--- src/rtl/mem_bus_arbiter.sv ---
// Two-master req/ack arbiter onto one single-port synchronous memory bus, one transaction in flight.
// Ties are round-robin by default; define MEM_ARB_FIXED_PRIO_EN to give master 0 fixed priority.
module mem_bus_arbiter #(
  parameter int addr_size = 16,
  parameter int word_size = 16
) (
  input  logic                 clk,
  input  logic                 reset,
  input  logic                 req0,
  input  logic                 req1,
  input  logic [addr_size-1:0] addr0,
  input  logic [addr_size-1:0] addr1,
  input  logic [word_size-1:0] wdata0,
  input  logic [word_size-1:0] wdata1,
  input  logic                 we0,
  input  logic                 we1,
  output logic [word_size-1:0] rdata0,
  output logic [word_size-1:0] rdata1,
  output logic                 ack0,
  output logic                 ack1,
  output logic [addr_size-1:0] mem_addr,
  output logic [word_size-1:0] mem_wdata,
  output logic                 mem_we,
  input  logic [word_size-1:0] mem_rdata
);

  typedef enum logic [1:0] {
    IDLE    = 2'd0,
    ISSUE   = 2'd1,
    CAPTURE = 2'd2
  } state_t;

  state_t                state_q, state_d;
  logic                  owner_q, owner_d;
  logic                  last_grant_q, last_grant_d;
  logic [addr_size-1:0]  mem_addr_q, mem_addr_d;
  logic [word_size-1:0]  mem_wdata_q, mem_wdata_d;
  logic                  mem_we_q, mem_we_d;
  logic [word_size-1:0]  rdata0_q, rdata0_d;
  logic [word_size-1:0]  rdata1_q, rdata1_d;
  logic                  ack0_q, ack0_d;
  logic                  ack1_q, ack1_d;
  logic                  elig0_s, elig1_s, pick1_s;

  // State and output registers, synchronous active-low reset.
  always_ff @(posedge clk) begin
    if (!reset) begin
      state_q      <= IDLE;
      owner_q      <= 1'b0;
      last_grant_q <= 1'b1;
      mem_addr_q   <= {addr_size{1'b0}};
      mem_wdata_q  <= {word_size{1'b0}};
      mem_we_q     <= 1'b0;
      rdata0_q     <= {word_size{1'b0}};
      rdata1_q     <= {word_size{1'b0}};
      ack0_q       <= 1'b0;
      ack1_q       <= 1'b0;
    end else begin
      state_q      <= state_d;
      owner_q      <= owner_d;
      last_grant_q <= last_grant_d;
      mem_addr_q   <= mem_addr_d;
      mem_wdata_q  <= mem_wdata_d;
      mem_we_q     <= mem_we_d;
      rdata0_q     <= rdata0_d;
      rdata1_q     <= rdata1_d;
      ack0_q       <= ack0_d;
      ack1_q       <= ack1_d;
    end
  end

  // Arbitration, next-state and next-output logic.
  always_comb begin
    state_d      = state_q;
    owner_d      = owner_q;
    last_grant_d = last_grant_q;
    mem_addr_d   = mem_addr_q;
    mem_wdata_d  = mem_wdata_q;
    mem_we_d     = mem_we_q;
    rdata0_d     = rdata0_q;
    rdata1_d     = rdata1_q;
    ack0_d       = 1'b0;
    ack1_d       = 1'b0;

    // A master being acked this cycle is not re-granted on the same edge.
    elig0_s = req0 & ~ack0_q;
    elig1_s = req1 & ~ack1_q;
`ifdef MEM_ARB_FIXED_PRIO_EN
    pick1_s = elig1_s & ~elig0_s;
`else
    pick1_s = elig1_s & (~elig0_s | ~last_grant_q);
`endif

    case (state_q)
      IDLE: begin
        if (elig0_s | elig1_s) begin
          owner_d      = pick1_s;
          last_grant_d = pick1_s;
          mem_addr_d   = pick1_s ? addr1 : addr0;
          mem_wdata_d  = pick1_s ? wdata1 : wdata0;
          mem_we_d     = pick1_s ? we1 : we0;
          state_d      = ISSUE;
        end else begin
          mem_addr_d  = {addr_size{1'b0}};
          mem_wdata_d = {word_size{1'b0}};
          mem_we_d    = 1'b0;
        end
      end
      ISSUE: begin
        mem_we_d = 1'b0;
        state_d  = CAPTURE;
      end
      CAPTURE: begin
        if (owner_q) begin
          rdata1_d = mem_rdata;
          ack1_d   = 1'b1;
        end else begin
          rdata0_d = mem_rdata;
          ack0_d   = 1'b1;
        end
        mem_addr_d  = {addr_size{1'b0}};
        mem_wdata_d = {word_size{1'b0}};
        mem_we_d    = 1'b0;
        state_d     = IDLE;
      end
      default: begin
        mem_addr_d  = {addr_size{1'b0}};
        mem_wdata_d = {word_size{1'b0}};
        mem_we_d    = 1'b0;
        state_d     = IDLE;
      end
    endcase
  end

  assign rdata0    = rdata0_q;
  assign rdata1    = rdata1_q;
  assign ack0      = ack0_q;
  assign ack1      = ack1_q;
  assign mem_addr  = mem_addr_q;
  assign mem_wdata = mem_wdata_q;
  assign mem_we    = mem_we_q;

endmodule
--- config.mk ---
export PLATFORM = sky130hd
export DESIGN_NAME = mem_bus_arbiter
export DESIGN_NICKNAME = d
export VERILOG_FILES = /design/src/rtl/mem_bus_arbiter.sv
export SDC_FILE = /design/constraint.sdc
export NUM_CORES = 1
export LEC_CHECK = 0
export BUFFER_PORTS_ARGS = -buffer_cell sky130_fd_sc_hd__clkbuf_2
export CORE_ASPECT_RATIO = 1.2
export CORE_MARGIN = 2
export CORE_UTILIZATION = 44
export CTS_CLUSTER_SIZE = 20
export DETAILED_ROUTE_END_ITERATION = 10
export MAX_ROUTING_LAYER = met4
export PLACE_DENSITY = 0.86
export SETUP_SLACK_MARGIN = 0.1
export SYNTH_ARGS = -nofsm -noshare
export SYNTH_HDL_FRONTEND = slang
export SYNTH_SLANG_ARGS = --single-unit
--- constraint.sdc ---
create_clock -name clk -period 1.8 [get_ports clk]
set_input_delay 0.36 -clock clk [delete_from_list [all_inputs] [get_ports clk]]
set_output_delay 0.36 -clock clk [all_outputs]
set_load 0.01 [all_outputs]
-- After elaboration in Yosys (flattened, before gate mapping)
Index checks and enable logic that the tools add are counted.
- word-level logic and storage cells: 40
- register bits: 71
- input bits: 86
- output and inout port bits: 67
- reductions and logical operators: 6
- bitwise logic cells: 10
- eq/ne operators: 3
- multiplexer cells: 11
- operators by type and width (kind ; count):
    16-bit 2-to-1 mux ; 4
    16-bit one-hot mux with 2 select lines ; 2
    2-bit AND reduction ; 4
    1-bit inverter ; 5
    2-bit one-hot mux with 2 select lines ; 1
    1-bit AND ; 3
    1-bit 2-to-1 mux ; 3
    3-bit AND reduction ; 1
    2-bit by 1-bit equality test with 1-bit output, second input constant ; 1
    2-bit equality test, second input constant ; 1
    2-bit logical NOT ; 1
    2-bit 2-to-1 mux ; 1
    2-bit inequality test, second input constant ; 1
    1-bit bitwise OR ; 2

-- Logic depth before layout (Yosys ltp)
Gate-level depths: netlist (run 1).
- depth in word-level cells: 8
- depth in mapped cells: 6
- depth with buffers taken out: 4

-- Worst setup path before layout (run 1)
Ideal clock, no wire load.
- path type: input port to flip-flop
- start point: in req1
- end point: reg mem_addr_q[2] (netlist: mem_addr[2])
- slack: 0.534 ns
- setup time: 0.123 ns
- buffers on the path: 1
- stages: 4
- data required time: 1.677 ns
- arrival time: 1.144 ns
- path through: nor2b_2 o211ai_1 clkbuf_2 o21ai_0
- longest elaborated chain between the ends: 5
- RTL lines (element ; RTL line ; source):
    from (decl) ; 10 ; input logic req1,
    1-bit AND (*) ; 87 ; elig1_s = req1 & ~ack1_q;
    1-bit AND ; 91 ; pick1_s = elig1_s & (~elig0_s | ~last_grant_q);
    16-bit 2-to-1 mux ; 99 ; mem_addr_d = pick1_s ? addr1 : addr0;
    16-bit 2-to-1 mux (*) ; 96 ; if (elig0_s | elig1_s) begin
    16-bit one-hot mux with 2 select lines (*) ; 94 ; case (state_q)
    to (signal assigned) ; 51 ; mem_addr_q <= {addr_size{1'b0}};
    to (signal assigned) ; 62 ; mem_addr_q <= mem_addr_d;
    to (decl) ; 36 ; logic [addr_size-1:0] mem_addr_q, mem_addr_d;
Every way passes the cells marked *; elsewhere a longest branch is shown, timed or not.
A chain may end at the register's enable or synchronous reset.

-- Worst setup path after layout (run 1)
- start point: reg state_q[1]
- end point: reg rdata0_q[3] (netlist: rdata0[3])
- longest elaborated chain between the ends: 2
- RTL lines (element ; RTL line ; source):
    from (decl) ; 33 ; state_t state_q, state_d;
    from (signal assigned) ; 59 ; state_q <= state_d;
    2-bit equality test ; 94 ;
    2-bit AND reduction (no line) ; n/a ;
    to (signal assigned) ; 54 ; rdata0_q <= {word_size{1'b0}};
    to (signal assigned) ; 65 ; rdata0_q <= rdata0_d;
    to (decl) ; 39 ; logic [word_size-1:0] rdata0_q, rdata0_d;
Every way passes these cells.

==> impl_metrics.py, run 1 <==
metrics = {
    "drt": {
        "drc": 0,
        "vias_per_cell": 4.81,
        "wire_per_inst_um": 12.0,
        "ant_nets": 0,
        "vias": 2611,
        "first_pass_iters": 4,
        "drt_iter0_drc": 86,
        "wirelength_mm": 6.52,
    },
    "placement": {
        "dp.cells": 528,
        "portBuffers": 152,
        "place_congestion": 0.719,
        "hpwlAfterDp_mm": 4.76,
    },
    "floorplan": {
        "core_mm2": 0.00605,
        "row_count": 31,
        "start_util_pct": 45.7,
        "die_height_um": 90.8,
        "die_area_mm2": 0.00693,
        "fp.dieW_um": 76.4,
        "io_pins": 153,
    },
    "timing": {
        "rsz0062_at_grt": "no",
        "finalCriticalPeriod_ns": 1.38,
        "clock_skew_ns": 0.0108,
        "period_share_pct": 76.7,
        "slew_headroom_pct": 64.1,
        "tns_ns": 0,
        "setup_viol_count_final": 0,
        "slew_viol_final": 0,
        "hold_violations": 0,
        "worst_pin_slew_ns": 0.538,
        "fmax_ghz": 0.725,
    },
    "finish": {
        "areaGrowthSynthToFinish_pct": 39.5,
        "nNetsFinal": 543,
        "drive_gt1_share_pct": 38.6,
        "finalNonFillerCells": 543,
        "diodes": 0,
        "fillers": 513,
    },
    "synthesis": {
        "avgSynthCellArea_um2": 9.03,
        "syn_inst": 306,
        "synthFlopType": "dfxtp_1",
        "synth_xor_area_share_pct": 0,
        "synth_edf_count": 0,
        "yosysTopAreaCell": "dfxtp_1",
        "muxShareOfSynthArea_pct": 11.6,
        "yosysMostFrequentCell": "nand2_1",
        "async_flop_share_pct": 0,
        "netlist_area_mm2": 0.00276,
        "synthAdderAreaFrac_pct": 0,
        "synth_top_area_share_pct": 51.4,
        "synth-seq-cells": 71,
        "ys_warn_count": 0,
        "syn_nets": 392,
        "ys_top_cells_by_area": "dfxtp_1, nand2_1, mux2i_1",
        "synth-seq-area-share_pct": 51.4,
        "synth-simple-area-share_pct": 17.5,
        "synth_compound_area_share_pct": 15.4,
        "yosys-top-cells-count": "nand2_1, dfxtp_1, mux2i_1",
        "synthDistinctLibCells": 24,
        "synth_top_family_by_area": "simple AND/OR/NAND/NOR gates",
    },
    "setup_path": {
        "cp.arrival_ns": 1.60,
        "crit_fanout": 16,
        "worst_r2r_startpoint": "state_q[1]",
        "critPathKind": "reg -> reg",
        "timing.rr.end": "rdata0[3]",
        "required_ns": 2.02,
        "crit_path_start": "state_q[1]",
        "reg2reg_slack_ns": 0.42,
        "startpoint_type": "register",
        "endpoint_kind": "register",
        "ff2ff_path_depth": 3,
        "worstSetupEndpoint": "rdata0[3]",
    },
    "clock_tree": {
        "cts-root-buf": "clkbuf_8",
        "worstSkewPairLatency_ns": 0.34,
        "cts.sinks": 71,
        "ctsResizeCount": 0,
        "cts_made_buffers": 9,
        "ctsHoldBuffers": 0,
        "postCtsSetupBuffers": 0,
        "clk_pin_slew_ns": 0.08,
        "clockBufferDepth": 2,
        "cts_tree": "built",
        "cts_max_level": 3,
    },
    "grt": {
        "grt_use_total_pct": 19.7,
        "grt_antenna_before_repair": 0,
        "grt_pass1_vias": 2440,
        "grt_pass1_wl_mm": 10.7,
        "globalRouteOverflowTotal": 0,
        "grt_max_degree": 35,
    },
    "min_path": {
        "hp-class": "in -> reg",
        "hp-start": "mem_rdata[10]",
    },
    "power": {
        "p_leak_nw": 1.88,
        "peakVddDrop_v": 0.000542,
        "p_per_area_mw_per_mm2": 989,
    },
    "run": {
        "cap_violations": 0,
    },
    "status": {
        "status": "completed",
    },
}
-- through the flow --
step                      area (µm²)  setup WS [ns]  utilization (%)  hold slack, ns  power, mW
final                           3850          0.420             63.7           0.252       3.81
after global routing            3850          0.279             63.7           0.247       3.98
after CTS                       3850          0.396             63.7           0.240       3.85
after detailed placement        3600          0.378             59.5           0.446       2.22
after global placement          3600          0.406             59.5           0.436       2.21
after floorplan                 2760          0.534                -           0.441       2.00
-- routing by layer --
layer / GRT usage (%) / up-vias / wire length, µm
met5: - / - / 0
met4: 8.18 / 0 / 82
met3: 5.00 / 8 / 448
met2: 33.7 / 116 / 3270
met1: 21.9 / 1166 / 2720
li1: - / 1321 / -
-- registers in the layout, summed over array words and instances (netlist names) --
| name | flops |
|---|---|
| mem_addr | 16 |
| mem_wdata | 16 |
| rdata0 | 16 |
| rdata1 | 16 |
| state_q | 2 |
| ack0 | 1 |
| ack1 | 1 |
| last_grant_q | 1 |
| mem_we | 1 |
| owner_q | 1 |
-- worst min-delay path by stage --
stage                          to  slack [ns]  cells past startpoint
global route            rdata0[8]        0.25                      3
floorplan            last_grant_q        0.44                      2
global placement     mem_wdata[7]        0.44                      2
detailed placement  mem_wdata[10]        0.45                      2
CTS                     rdata0[8]        0.24                      3
finish                 rdata0[10]        0.25                      3
-- logic make-up (layout without fill, tap and decap cells) --
family	count (synthesis)	in the layout
muxes	32	32
buffers and inverters	20	175
DFF	71	71
AOI/OAI and AO/OA	68	68
and+or+nand+nor	115	115
-- cell type report --
| type | instances | area [µm²] | area share, % |
|---|---|---|---|
| Clock inverter | 6 | 134 | 3.47 |
| Timing Repair Buffer | 159 | 838 | 21.7 |
| Clock buffer | 9 | 124 | 3.21 |
| Multi-Input combinational cell | 215 | 1230 | 31.9 |
| Tap cell | 82 | 103 | 2.66 |
| Sequential cell | 71 | 1420 | 36.9 |
| Inverter | 1 | 3.75 | 0.0974 |
-- power by group --
| group | switching, mW | internal (mW) | total, mW |
|---|---|---|---|
| clock | 0.579 | 1.05 | 1.63 |
| sequential | 0.0515 | 1.66 | 1.71 |
| combinational | 0.240 | 0.231 | 0.471 |
| total | 0.871 | 2.94 | 3.81 |
-- placed cells by master (no fill, tap or decap) --
master	netlist	layout
o211ai_1	1	1
inv_1	1	1
bufinv_16	0	4
or3b_1	1	1
and2_1	2	2
nand3b_1	2	2
dfxtp_1	71	71
clkbuf_2	2	152
a21boi_1	10	10
o21ai_0	31	31
a21oi_1	1	1
nor2_2	0	1
nor2b_1	1	1
nor2b_2	1	1
clkbuf_8	0	9
clkinv_4	0	1
nand2_2	1	1
a21boi_0	23	23
nor3b_4	1	1
nand3_1	3	3
nor2_1	2	1
buf_4	0	5
mux2i_1	32	32
clkinv_2	0	1
and3b_1	1	1
nand2_1	100	100
buf_12	0	2
o21ai_1	2	2
-- worst max-delay path: stages, from the launching register on --
cell and delay, ns:
dfxtp_1 0.41, or3b_1 0.62, nand2_1 0.16, a21boi_0 0.09
No activity file was read; power rests on OpenSTA's default activity.
==> inputs of run 2 (changes only) <==
Settings changed: CORE_UTILIZATION 44 to 40, PLACE_DENSITY 0.86 to 0.83.
Clock period 1.8 ns to 1.2 ns, I/O delays scaled along.
==> run 2 against run 1 <==
Compared with the run above:
- the run now ends with negative setup slack left
- highest routed layer unchanged
- worst hold slack worse by 0.13 ns
- first-iteration DRC count fell by 30%
- combinational power grew 99%
- worst setup slack got worse by 0.49 ns
- critical path type unchanged
==> impl_metrics.py, run 2 (same netlist as run 1, synthesis figures left out) <==
metrics = {
    "status": {
        "status": "finished with violations",
        "violations": "negative setup slack",
    },
    "placement": {
        "portBuffers": 152,
        "dpl_cell_area_mm2": 0.00372,
        "place_congestion": 0.798,
        "dp.cells": 543,
        "preCtsSetupSlack_ns": -0.0810,
        "hpwlAfterDp_mm": 5.10,
    },
    "finish": {
        "finalNonFillerCells": 572,
        "drive_gt1_share_pct": 56.3,
        "final_common_cell": "clkbuf_2",
        "final_core_util_pct": 64.3,
        "areaGrowthSynthToFinish_pct": 57.4,
        "seq_area_mm2": 0.00145,
        "final_cell_mix": "clkbuf_2, nand2_1, dfxtp_1",
        "diodes": 0,
        "nNetsFinal": 566,
        "fillers": 554,
        "multi_input_area_mm2": 0.00143,
        "design_area_mm2": 0.00435,
    },
    "timing": {
        "clock_skew_ns": 0.0120,
        "slew_headroom_pct": 79.5,
        "slew_viol_final": 0,
        "hold_violations": 0,
        "finalCriticalPeriod_ns": 1.27,
        "tns_ns": -0.958,
        "fin_ws_ns": -0.0744,
        "rsz0062_at_grt": "yes",
        "setup_viol_count_final": 49,
        "hold_slack_ns": 0.119,
        "worst_pin_slew_ns": 0.307,
        "period_share_pct": 106,
        "fmax_ghz": 0.785,
    },
    "drt": {
        "wirelength_mm": 7.89,
        "drc": 0,
        "drt_iter0_drc": 60,
        "vias": 2746,
        "wire_per_inst_um": 13.8,
        "first_pass_iters": 6,
        "ant_nets": 0,
        "vias_per_cell": 4.80,
    },
    "setup_path": {
        "crit_family": "buffers and inverters",
        "reg2reg_slack_ns": -0.07,
        "path_cells": "buf_6 > buf_6 > nand3b_1 > clkbuf_16 > nand2_2 > a21boi_1",
        "crit_path_frequent_cell": "buf_6",
        "required_ns": 1.46,
        "timing.critical_path.buf_inv": 3,
        "cp.arrival_ns": 1.53,
        "worst_path_max_delay_cell": "dfxtp_2",
        "startpoint_type": "register",
        "cpPeakStageDelay_ns": 0.34,
        "crit_cells": 6,
        "ff2ff_path_depth": 6,
        "critPathKind": "reg -> reg",
        "crit_fanout": 8,
        "endpoint_kind": "register",
    },
    "clock_tree": {
        "worstSkewPairLatency_ns": 0.34,
        "cts-root-buf": "clkbuf_8",
        "cts.sinks": 71,
        "cts_max_level": 3,
        "cts_tree": "built",
        "cts_made_buffers": 9,
        "clockBufferDepth": 2,
        "clk_pin_slew_ns": 0.08,
        "ctsHoldBuffers": 0,
    },
    "power": {
        "p_total_mw": 5.16,
        "p_per_area_mw_per_mm2": 1190,
        "p_leak_nw": 2.09,
        "peakVddDrop_v": 0.000591,
    },
    "min_path": {
        "hold_depth": 3,
        "hp-class": "in -> reg",
    },
    "grt": {
        "grt_pass1_wl_mm": 11.5,
        "grt_antenna_before_repair": 0,
        "grt_max_degree": 36,
        "globalRouteOverflowTotal": 0,
        "grt_pass1_vias": 2589,
        "grt_use_total_pct": 19.9,
    },
    "floorplan": {
        "die_height_um": 95.1,
        "core_mm2": 0.00677,
        "start_util_pct": 40.8,
        "die_area_mm2": 0.00759,
        "fp.dieW_um": 79.9,
        "row_count": 33,
        "io_pins": 153,
    },
    "run": {
        "cap_violations": 0,
    },
}
run 2: cell types whose count changed in the layout (fill, tap and decap cells not counted), moves of 9 or more:
cell	delta
nand2_4	+13
o21ai_1	+27
a21boi_2	+9
o21ai_0	-30
nand2_1	-32
dfxtp_1	-24
nand2_2	+19
dfxtp_2	+23
a21boi_1	+13
a21boi_0	-22
run 2: area by class of cell:
| cell class | instances | share of cell area [%] |
|---|---|---|
| sequential | 71 | 33.4 |
| multi-input combinational | 215 | 32.9 |
| timing repair buffer | 182 | 27.1 |
| clock buffer | 9 | 2.85 |
| tap | 87 | 2.50 |
| clock inverter | 7 | 1.15 |
| inverter | 1 | 0.0863 |
run 2: report_power, final:
| group | internal [mW] | switching, mW | total (mW) | leakage, nW |
|---|---|---|---|---|
| logic | 0.498 | 0.441 | 0.939 | 1.42 |
| clock network | 0.748 | 0.903 | 1.65 | 0.0812 |
| registers | 2.49 | 0.0767 | 2.57 | 0.591 |
run 2: final timing paths:
check	to	from
worst min register to register	mem_wdata[6]	mem_wdata[6]
worst max register to register	rdata1[10]	owner_q
worst max-delay path	rdata1[10]	owner_q
worst min-delay path	mem_we	we0
run 2: worst min-delay path: cells and delay by family:
kind / cells / cell delay (ns)
AND/OR/NAND/NOR: 1 / 0.05
buffers and inverters: 1 / 0.08
AO/OA/AOI/OAI: 1 / 0.05
run 2: repair_timing:
| action | 4_1_cts | 5_1_grt |
|---|---|---|
| pin swaps | 15 | 28 |
| setup endpoints to repair | 66 | 90 |
| setup buffers | 3 | 4 |
| gates cloned | 3 | 3 |
| gates resized for setup | 75 | 53 |
run 2: routing by layer:
layer	global-route usage, %	part of all wire (%)	vias up
met4	7.91	1.3	0
li1	-	-	1370
met1	21.7	40	1264
met3	3.69	5.4	11
met5	-	0	-
met2	35.6	53	101
